File: src/rtl/multicycle_control.sv
// Sequencing controller for the multicycle MIPS core: one micro-step per cycle,
// shared memory port with ready handshake and watchdog, retire counter, illegal-op flag.
module multicycle_control #(
    parameter int WAIT_LIMIT = 15,
    parameter int CNT_WIDTH  = 32
) (
    input  logic                 clk,
    input  logic                 rst,
    input  logic [5:0]           opcode,
    input  logic                 mem_ready,
    output logic                 pc_write,
    output logic                 pc_write_cond,
    output logic                 branch_ne,
    output logic                 i_or_d,
    output logic                 mem_read,
    output logic                 mem_write,
    output logic                 ir_write,
    output logic                 reg_dst,
    output logic                 mem_to_reg,
    output logic                 reg_write,
    output logic                 alu_src_a,
    output logic [1:0]           alu_src_b,
    output logic [1:0]           alu_op,
    output logic [1:0]           pc_source,
    output logic [3:0]           state,
    output logic                 illegal_op,
    output logic                 mem_timeout,
    output logic [CNT_WIDTH-1:0] retired
);

    localparam int WAIT_W = (WAIT_LIMIT < 1) ? 1 : $clog2(WAIT_LIMIT + 1);

    typedef enum logic [3:0] {
        S_FETCH     = 4'd0,
        S_DECODE    = 4'd1,
        S_MEM_ADDR  = 4'd2,
        S_MEM_RD    = 4'd3,
        S_MEM_WB    = 4'd4,
        S_MEM_WR    = 4'd5,
        S_R_EXEC    = 4'd6,
        S_R_WB      = 4'd7,
        S_BRANCH    = 4'd8,
        S_JUMP      = 4'd9,
        S_ADDI_EXEC = 4'd10,
        S_ADDI_WB   = 4'd11,
        S_HALT      = 4'd15
    } state_t;

    state_t            cur_state;
    state_t            next_state;
    logic [WAIT_W-1:0] wait_cnt;
    logic              waiting;
    logic              timeout;
    logic              retire;
    logic              decode_illegal;

    assign state = cur_state;

    // A memory state stalls while mem_ready is low; the watchdog fires at the limit.
    always_comb begin
        waiting = 1'b0;
        if ((cur_state == S_FETCH) || (cur_state == S_MEM_RD) || (cur_state == S_MEM_WR))
            waiting = !mem_ready;
        timeout = waiting && (wait_cnt == WAIT_W'(WAIT_LIMIT));
    end

    always_ff @(posedge clk) begin
        if (rst)
            cur_state <= S_FETCH;
        else
            cur_state <= next_state;
    end

    always_comb begin
        next_state     = cur_state;
        decode_illegal = 1'b0;
        case (cur_state)
            S_FETCH: begin
                if (timeout)
                    next_state = S_HALT;
                else if (mem_ready)
                    next_state = S_DECODE;
            end
            S_DECODE: begin
                case (opcode)
                    6'h23, 6'h2B: next_state = S_MEM_ADDR;
                    6'h00:        next_state = S_R_EXEC;
                    6'h04, 6'h05: next_state = S_BRANCH;
                    6'h02:        next_state = S_JUMP;
                    6'h08:        next_state = S_ADDI_EXEC;
                    default: begin
                        next_state     = S_HALT;
                        decode_illegal = 1'b1;
                    end
                endcase
            end
            S_MEM_ADDR:  next_state = (opcode == 6'h23) ? S_MEM_RD : S_MEM_WR;
            S_MEM_RD: begin
                if (timeout)
                    next_state = S_HALT;
                else if (mem_ready)
                    next_state = S_MEM_WB;
            end
            S_MEM_WB:    next_state = S_FETCH;
            S_MEM_WR: begin
                if (timeout)
                    next_state = S_HALT;
                else if (mem_ready)
                    next_state = S_FETCH;
            end
            S_R_EXEC:    next_state = S_R_WB;
            S_R_WB:      next_state = S_FETCH;
            S_BRANCH:    next_state = S_FETCH;
            S_JUMP:      next_state = S_FETCH;
            S_ADDI_EXEC: next_state = S_ADDI_WB;
            S_ADDI_WB:   next_state = S_FETCH;
            S_HALT:      next_state = S_HALT;
            default:     next_state = S_HALT;
        endcase
    end

    // Only the final step of an instruction transitions back into FETCH.
    assign retire = (next_state == S_FETCH) && (cur_state != S_FETCH);

    always_ff @(posedge clk) begin
        if (rst)
            wait_cnt <= '0;
        else if (waiting && (next_state == cur_state))
            wait_cnt <= wait_cnt + WAIT_W'(1);
        else
            wait_cnt <= '0;
    end

    always_ff @(posedge clk) begin
        if (rst) begin
            illegal_op  <= 1'b0;
            mem_timeout <= 1'b0;
            retired     <= '0;
        end else begin
            if (decode_illegal)
                illegal_op <= 1'b1;
            if (timeout)
                mem_timeout <= 1'b1;
            if (retire)
                retired <= retired + CNT_WIDTH'(1);
        end
    end

    always_comb begin
        pc_write      = 1'b0;
        pc_write_cond = 1'b0;
        branch_ne     = 1'b0;
        i_or_d        = 1'b0;
        mem_read      = 1'b0;
        mem_write     = 1'b0;
        ir_write      = 1'b0;
        reg_dst       = 1'b0;
        mem_to_reg    = 1'b0;
        reg_write     = 1'b0;
        alu_src_a     = 1'b0;
        alu_src_b     = 2'b00;
        alu_op        = 2'b00;
        pc_source     = 2'b00;
        if (!rst) begin
            case (cur_state)
                S_FETCH: begin
                    mem_read  = 1'b1;
                    alu_src_b = 2'b01;
                    ir_write  = mem_ready;
                    pc_write  = mem_ready;
                end
                S_DECODE:    alu_src_b = 2'b11;
                S_MEM_ADDR: begin
                    alu_src_a = 1'b1;
                    alu_src_b = 2'b10;
                end
                S_MEM_RD: begin
                    mem_read = 1'b1;
                    i_or_d   = 1'b1;
                end
                S_MEM_WB: begin
                    reg_write  = 1'b1;
                    mem_to_reg = 1'b1;
                end
                S_MEM_WR: begin
                    mem_write = 1'b1;
                    i_or_d    = 1'b1;
                end
                S_R_EXEC: begin
                    alu_src_a = 1'b1;
                    alu_op    = 2'b10;
                end
                S_R_WB: begin
                    reg_write = 1'b1;
                    reg_dst   = 1'b1;
                end
                S_BRANCH: begin
                    alu_src_a     = 1'b1;
                    alu_op        = 2'b01;
                    pc_write_cond = 1'b1;
                    pc_source     = 2'b01;
                    branch_ne     = (opcode == 6'h05);
                end
                S_JUMP: begin
                    pc_write  = 1'b1;
                    pc_source = 2'b10;
                end
                S_ADDI_EXEC: begin
                    alu_src_a = 1'b1;
                    alu_src_b = 2'b10;
                end
                S_ADDI_WB:   reg_write = 1'b1;
                default: ;
            endcase
        end
    end

endmodule

File: config.mk
export PLATFORM = sky130hd
export DESIGN_NAME = multicycle_control
export DESIGN_NICKNAME = d
export VERILOG_FILES = /design/src/rtl/multicycle_control.sv
export SDC_FILE = /design/constraint.sdc
export NUM_CORES = 1
export LEC_CHECK = 0
export ABC_AREA = 1
export CAP_MARGIN = 15
export CORE_UTILIZATION = 44
export DETAILED_ROUTE_END_ITERATION = 8
export GPL_TIMING_DRIVEN = 1
export PLACE_DENSITY = 0.71
export SYNTH_ARGS = -nofsm -noshare
export SYNTH_HDL_FRONTEND = slang
export SYNTH_SLANG_ARGS = --single-unit
export TNS_END_PERCENT = 5
File: constraint.sdc
create_clock -name clk -period 2 [get_ports clk]
set_input_delay 0.3 -clock clk [delete_from_list [all_inputs] [get_ports clk]]
set_output_delay 0.3 -clock clk [all_outputs]
set_load 0.005 [all_outputs]
==> results of run 1 <==
## critical path: stages, from the launching register on
cell	delay [ns]
sky130_fd_sc_hd__dfxtp_4	0.41
sky130_fd_sc_hd__nand2_1	0.11
sky130_fd_sc_hd__inv_1	0.15
sky130_fd_sc_hd__nand2_4	0.10
sky130_fd_sc_hd__a21oi_2	0.14
sky130_fd_sc_hd__clkdlybuf4s50_1	0.51
## power by group
group	switching, uW	internal [uW]
Combinational	1350	938
Sequential	109	918
Clock	302	400
## per-stage QoR
step | hold WS [ns] | power [uW] | setup TNS (ns) | setup WS (ns)
after CTS | 0.456 | 3800 | -0.366 | -0.109
final | 0.453 | 4020 | -0.0170 | -0.0170
after floorplan | 0.418 | 2610 | 0 | 0.315
after global placement | 0.437 | 3010 | -6.08 | -0.191
after detailed placement | 0.437 | 3040 | -7.68 | -0.240
after global routing | 0.479 | 4270 | -2.31 | -0.0826
## cells by family after synthesis
logic type / Yosys count / synth area share
adder cells (fa/ha/maj): 2 / 0.00832
AND/OR/NAND/NOR: 305 / 0.456
buffers and inverters: 62 / 0.105
flip-flops: 42 / 0.280
XOR/XNOR: 19 / 0.0553
AO/OA/AOI/OAI: 53 / 0.0957
## what timing repair did
action / in CTS / in global routing
gates cloned: 0 / 0
setup endpoints to repair: 16 / 49
pin swaps: 4 / 3
buffers inserted: 1 / 7
gates resized for setup: 17 / 19
## sequential cells by signal (all words and copies together) (netlist names)
signal       flops
retired         32
state            4
wait_cnt         4
illegal_op       1
mem_timeout      1
## cell usage after synthesis
master,n,area share
sky130_fd_sc_hd__nand2_2,4,0.0083
sky130_fd_sc_hd__nand3b_1,7,0.017
sky130_fd_sc_hd__buf_1,1,0.0012
sky130_fd_sc_hd__inv_1,43,0.054
sky130_fd_sc_hd__buf_4,2,0.0050
sky130_fd_sc_hd__dfxtp_1,42,0.28
sky130_fd_sc_hd__nand3_2,5,0.017
sky130_fd_sc_hd__o21a_2,1,0.0029
sky130_fd_sc_hd__a21oi_1,41,0.068
sky130_fd_sc_hd__nor4_1,1,0.0021
sky130_fd_sc_hd__a21oi_4,1,0.0054
sky130_fd_sc_hd__inv_2,2,0.0025
sky130_fd_sc_hd__xnor2_1,4,0.012
sky130_fd_sc_hd__a21oi_2,1,0.0029
sky130_fd_sc_hd__nand3_4,2,0.012
sky130_fd_sc_hd__buf_6,10,0.037
sky130_fd_sc_hd__nor3_1,12,0.020
sky130_fd_sc_hd__nor2_1,65,0.081
sky130_fd_sc_hd__nand4_2,1,0.0042
sky130_fd_sc_hd__clkbuf_1,4,0.0050
sky130_fd_sc_hd__nor2_2,2,0.0042
sky130_fd_sc_hd__nand4_1,3,0.0062
sky130_fd_sc_hd__xor2_1,15,0.044
sky130_fd_sc_hd__ha_1,2,0.0083
sky130_fd_sc_hd__nor2_4,2,0.0075
sky130_fd_sc_hd__nand2_4,1,0.0037
sky130_fd_sc_hd__a31oi_1,3,0.0062
sky130_fd_sc_hd__nand2_1,144,0.18
sky130_fd_sc_hd__o21ai_1,1,0.0017
sky130_fd_sc_hd__nand3_1,56,0.093
sky130_fd_sc_hd__o21ai_0,5,0.0083
## layer usage
layer,global-route usage,vias to the layer above,share of wire
met5,0,-,0
met4,0.105,0,0.025
met3,0.0334,18,0.057
met2,0.412,116,0.47
met1,0.304,1513,0.44
li1,-,1721,-
## area by class of cell
cell class,count,area (um2)
clock buffer,6,82.6
clock inverter,1,30.0
fill,609,2420
inverter,45,169
multi-input combinational,379,1910
sequential,42,856
tap,77,96.3
timing repair buffer,95,893
## path summary, 6_finish.rpt
check / start / cells past startpoint / slack, ns / end
hold reg to reg: wait_cnt[0]$_SDFF_PP0_ / 1 / 0.45 / wait_cnt[0]$_SDFF_PP0_
setup reg to reg: state[1]$_SDFF_PP0_ / 10 / 0.10 / retired[23]$_SDFFE_PP0P_
hold / removal: wait_cnt[0]$_SDFF_PP0_ / 1 / 0.45 / wait_cnt[0]$_SDFF_PP0_
setup / recovery: state[1]$_SDFF_PP0_ / 5 / -0.02 / i_or_d
==> insert_results.sql, run 1 <==
INSERT INTO impl_metrics (metric_group, metric, value, unit) VALUES
('status', 'run_status', 'finished, violations left', ''),
('status', 'violations', 'DRC, setup timing', ''),
('flow_run', 'maxCapViolCount', '0', ''),
('route', 'post_detailed_route_wirelength_per_cell', '12.8', 'um'),
('layout', 'utilization', '0.625', ''),
('route', 'drtAntennaViolNets', '0', ''),
('synth', 'yosysUniqueCellTypes', '31', ''),
('cts', 'clock_tree.root_cell', 'sky130_fd_sc_hd__clkbuf_8', ''),
('floorplanning', 'fp.dieH', '84.7', 'um'),
('sta', 'layout_worst_path_cycle_share', '1.01', ''),
('synth', 'synthesis.area_per_instance', '6.22', 'um2'),
('cts', 'clk_transition_reported_paths', '0.08', 'ns'),
('route', 'viasPerCell', '5.22', ''),
('synth', 'mappedNetlistNets', '494', ''),
('sta', 'final_max_tran_viols', '0', ''),
('cts', 'cts-htree-levels', '2', ''),
('floorplanning', 'dieWidth', '84.7', 'um'),
('critical_path', 'cp_data_arrival_time', '1.72', 'ns'),
('sta', 'worst-slew-pin-transition', '0.380', 'ns'),
('cts', 'clock_tree_from_tritoncts', 'done', ''),
('synth', 'yosysSeqAreaShare', '0.280', ''),
('critical_path', 'crit_required', '1.70', 'ns'),
('sta', 'relative_slew_slack', '0.746', ''),
('sta', 'max_freq', '496', 'MHz'),
('cts', 'numCtsBuffers', '5', ''),
('placed_design', 'placedCellCount', '630', ''),
('cts', 'cts.hold.buffers_added', '0', ''),
('global_routing', 'antenna_found_initial', '0', ''),
('global_routing', 'grt_max_degree', '37', ''),
('layout', 'layout.cells.most_common_list', 'sky130_fd_sc_hd__nand2_1 (144), sky130_fd_sc_hd__nor2_1 (58), sky130_fd_sc_hd__nand3_1 (56), sky130_fd_sc_hd__clkdlybuf4s50_1 (56), sky130_fd_sc_hd__a21oi_1 (40)', ''),
('floorplanning', 'pin_count', '64', ''),
('layout', 'post_route_cells_drive_above_1_share', '0.139', ''),
('cts', 'clk_sinks', '42', ''),
('global_routing', 'global_route.usage.total', '0.241', ''),
('layout', 'layout_commonest_cell', 'sky130_fd_sc_hd__nand2_1', ''),
('global_routing', 'grt_remaining_overflow', '0', ''),
('power', 'power_leakage', '0.00164', 'uW'),
('layout', 'num_antenna_cells', '0', ''),
('route', 'drt_iter0_drc', '183', ''),
('layout', 'area_delta_synth_final', '34.2', '%'),
('route', 'route.vias.total', '3368', ''),
('synth', 'syn_inst', '483', ''),
('floorplanning', 'initial_utilization', '0.466', ''),
('sta', 'finalSetupViolCount', '1', ''),
('sta', 'finalHoldViolations', '0', ''),
('synth', 'synthesis.yosys.warnings', '0', ''),
('placed_design', 'post_dp_cell_area', '3780', 'um2'),
('floorplanning', 'std_cell_rows', '29', ''),
('critical_path', 'setup.worst_path.start_class', 'flop', ''),
('route', 'drt_wl_total', '8240', 'um'),
('global_routing', 'grt_pass1_vias', '3076', ''),
('cts', 'clock_insertion_delay_worst_skew', '0.30', 'ns'),
('synth', 'yosys_register_bits', '42', ''),
('placed_design', 'routabilityCongestion', '0.941', ''),
('min_path', 'worstHoldPathType', 'flop to flop', ''),
('placed_design', 'dpl.hpwl', '6240', 'um'),
('critical_path', 'critical_path_class', 'flop to primary output', ''),
('critical_path', 'critical_path.endpoint_type', 'primary output', ''),
('sta', 'unrepaired_setup_endpoints_after_global_routing', 'true', ''),
('layout', 'finalInstanceArea', '4030', 'um2'),
('placed_design', 'io_buffer_count', '63', ''),
('power', 'pwr_density_cell', '997', 'nW/um2'),
('layout', 'num-nets-final', '579', ''),
('synth', 'syn-cell-area', '3010', 'um2'),
('sta', 'skew', '0.00468', 'ns'),
('layout', 'post_layout_nonfiller_instances', '645', ''),
('cts', 'cts.path.max_buffers', '2', ''),
('route', 'firstDrtPassIters', '7', ''),
('floorplanning', 'core', '6460', 'um2'),
('global_routing', 'grt_first_pass_wirelength', '14000', 'um'),
('route', 'remaining_drc_errors', '2', ''),
('floorplanning', 'die-area', '7170', 'um2'),
('sta', 'fin_crit', '2.02', 'ns'),
('critical_path', 'cp_max_fo', '8', ''),
('sta', 'fin_ws', '-0.0170', 'ns'),
('power', 'peakVddDrop', '0.000770', 'V');
Note: power is estimated with default switching activity, not from simulation.
==> run 2: changes to the inputs <==
CORE_UTILIZATION = 52   (was 44)
CTS_CLUSTER_DIAMETER = 150   (was not set)
PLACE_DENSITY = 0.81   (was 0.71)
==> insert_results.sql, run 2 (same netlist as run 1, synthesis figures left out) <==
INSERT INTO impl_metrics (metric_group, metric, value, unit) VALUES
('status', 'run_status', 'finished, violations left', ''),
('status', 'violations', 'setup timing', ''),
('critical_path', 'critical_path.slowest_cell', 'sky130_fd_sc_hd__clkdlybuf4s50_1', ''),
('placed_design', 'routabilityCongestion', '0.960', ''),
('cts', 'numCtsBuffers', '5', ''),
('critical_path', 'cp_data_arrival_time', '1.73', 'ns'),
('floorplanning', 'fp.dieH', '78.0', 'um'),
('cts', 'cts.hold.buffers_added', '0', ''),
('power', 'power.total', '4230', 'uW'),
('layout', 'num-nets-final', '573', ''),
('flow_run', 'maxCapViolCount', '0', ''),
('global_routing', 'global_route.usage.total', '0.287', ''),
('sta', 'worst_hold_margin', '0.443', 'ns'),
('floorplanning', 'dieWidth', '78.0', 'um'),
('sta', 'fin_crit', '2.03', 'ns'),
('critical_path', 'crit_required', '1.70', 'ns'),
('global_routing', 'antenna_found_initial', '0', ''),
('placed_design', 'io_buffer_count', '63', ''),
('cts', 'clk_transition_reported_paths', '0.09', 'ns'),
('critical_path', 'largest_incremental_delay_on_the_critical_path', '0.52', 'ns'),
('route', 'drtAntennaViolNets', '0', ''),
('sta', 'unrepaired_setup_endpoints_after_global_routing', 'true', ''),
('sta', 'finalHoldViolations', '0', ''),
('cts', 'clock_tree_from_tritoncts', 'done', ''),
('floorplanning', 'die-area', '6090', 'um2'),
('cts', 'clock_tree.root_cell', 'sky130_fd_sc_hd__clkbuf_8', ''),
('global_routing', 'grt_pass1_vias', '3114', ''),
('floorplanning', 'pin_count', '64', ''),
('placed_design', 'preCtsSetupSlack', '-0.326', 'ns'),
('cts', 'cts.path.max_buffers', '2', ''),
('layout', 'multi_input_area', '1930', 'um2'),
('power', 'peakVddDrop', '0.00110', 'V'),
('cts', 'cts-htree-levels', '2', ''),
('sta', 'worst-slew-pin-transition', '0.392', 'ns'),
('floorplanning', 'std_cell_rows', '27', ''),
('global_routing', 'grt_max_degree', '35', ''),
('layout', 'area_delta_synth_final', '35.2', '%'),
('sta', 'relative_slew_slack', '0.739', ''),
('sta', 'skew', '0.00353', 'ns'),
('min_path', 'worstHoldPathType', 'primary input to flop', ''),
('route', 'remaining_drc_errors', '0', ''),
('layout', 'layout.cells.most_common_list', 'sky130_fd_sc_hd__nand2_1 (144), sky130_fd_sc_hd__nor2_1 (57), sky130_fd_sc_hd__nand3_1 (54), sky130_fd_sc_hd__clkdlybuf4s50_1 (54), sky130_fd_sc_hd__a21oi_1 (39)', ''),
('route', 'firstDrtPassIters', '5', ''),
('critical_path', 'critical_path_class', 'flop to primary output', ''),
('sta', 'max_freq', '494', 'MHz'),
('route', 'drt_iter0_drc', '178', ''),
('cts', 'clock_insertion_delay_worst_skew', '0.30', 'ns'),
('floorplanning', 'core', '5540', 'um2'),
('cts', 'clk_sinks', '42', ''),
('placed_design', 'placedCellCount', '626', ''),
('critical_path', 'cp_max_fo', '6', ''),
('sta', 'finalSetupViolCount', '3', ''),
('placed_design', 'dpl.hpwl', '6380', 'um'),
('route', 'route.vias.total', '3405', ''),
('layout', 'num_antenna_cells', '0', ''),
('power', 'pwr_density_cell', '1040', 'nW/um2'),
('layout', 'regMostFlops', 'retired', ''),
('layout', 'n_fill_cell', '475', ''),
('critical_path', 'setup.worst_path.start_class', 'flop', ''),
('power', 'power_leakage', '0.00165', 'uW'),
('layout', 'largest_register_ffs', '32', ''),
('sta', 'final_max_tran_viols', '0', ''),
('route', 'drt_wl_total', '8550', 'um'),
('route', 'viasPerCell', '5.36', ''),
('layout', 'layout_commonest_cell', 'sky130_fd_sc_hd__nand2_1', ''),
('critical_path', 'critical_path.endpoint_type', 'primary output', ''),
('layout', 'post_route_cells_drive_above_1_share', '0.144', ''),
('layout', 'register_area', '853', 'um2'),
('route', 'post_detailed_route_wirelength_per_cell', '13.5', 'um'),
('floorplanning', 'initial_utilization', '0.543', ''),
('layout', 'post_layout_nonfiller_instances', '635', ''),
('sta', 'fin_ws', '-0.0252', 'ns'),
('critical_path', 'crit_path_cell_trace', 'nor2_4, nand2_2, a21oi_1, clkdlybuf4s50_1', ''),
('sta', 'layout_worst_path_cycle_share', '1.01', ''),
('global_routing', 'grt_first_pass_wirelength', '14000', 'um'),
('global_routing', 'grt_remaining_overflow', '0', '');
==> run 2: timing repair <==
| action | CTS | global route |
|---|---|---|
| pin swaps | 2 | 6 |
| setup buffers | 1 | 0 |
| endpoints found under the setup margin | 20 | 50 |
| cloned | 0 | 0 |
| resized for setup | 22 | 20 |
==> run 2: worst paths after layout <==
kind / startpoint / end / depth (start not counted) / slack, ns
max reg2reg: state[1]$_SDFF_PP0_ / retired[14]$_SDFFE_PP0P_ / 10 / 0.17
min reg2reg: mem_timeout$_SDFFE_PP0N_ / mem_timeout$_SDFFE_PP0N_ / 2 / 0.47
max: state[3]$_SDFF_PP0_ / mem_read / 4 / -0.03
min: rst / state[0]$_SDFF_PP0_ / 3 / 0.44
==> run 2: where the power goes <==
group	switching, uW	leakage (uW)	internal (uW)
clock network	331	0.0000683	501
logic	1400	0.00124	969
registers	111	0.000342	915
==> run 2: worst max-delay path: cells and delay by family, from the launching register on <==
kind	cells	cell delay, ns
buffers and inverters	1	0.52
DFF	1	0.39
AOI/OAI and AO/OA	1	0.17
and+or+nand+nor	2	0.34
==> run 2: cell type report <==
cell class	count	share of cell area
tap	72	0.0222
clock buffer	5	0.0169
inverter	45	0.0416
timing repair buffer	89	0.218
clock inverter	3	0.0169
sequential	42	0.210
multi-input combinational	379	0.474
==> run 2: through the flow <==
stage          utilization  setup TNS, ns  area, um2
4_1_cts              0.723         -0.235       4010
6_report             0.734        -0.0511       4070
2_1_floorplan            -              0       3010
3_3_place_gp         0.689          -8.29       3820
3_5_place_dp         0.689         -10.69       3820
5_1_grt              0.734          -2.39       4070
==> run 2: layer usage <==
| metal | global-route usage | wire length (um) |
|---|---|---|
| met1 | 0.344 | 3650 |
| met2 | 0.521 | 4310 |
| met3 | 0.0419 | 409 |
| met4 | 0.0944 | 173 |
| met5 | 0 | 0 |
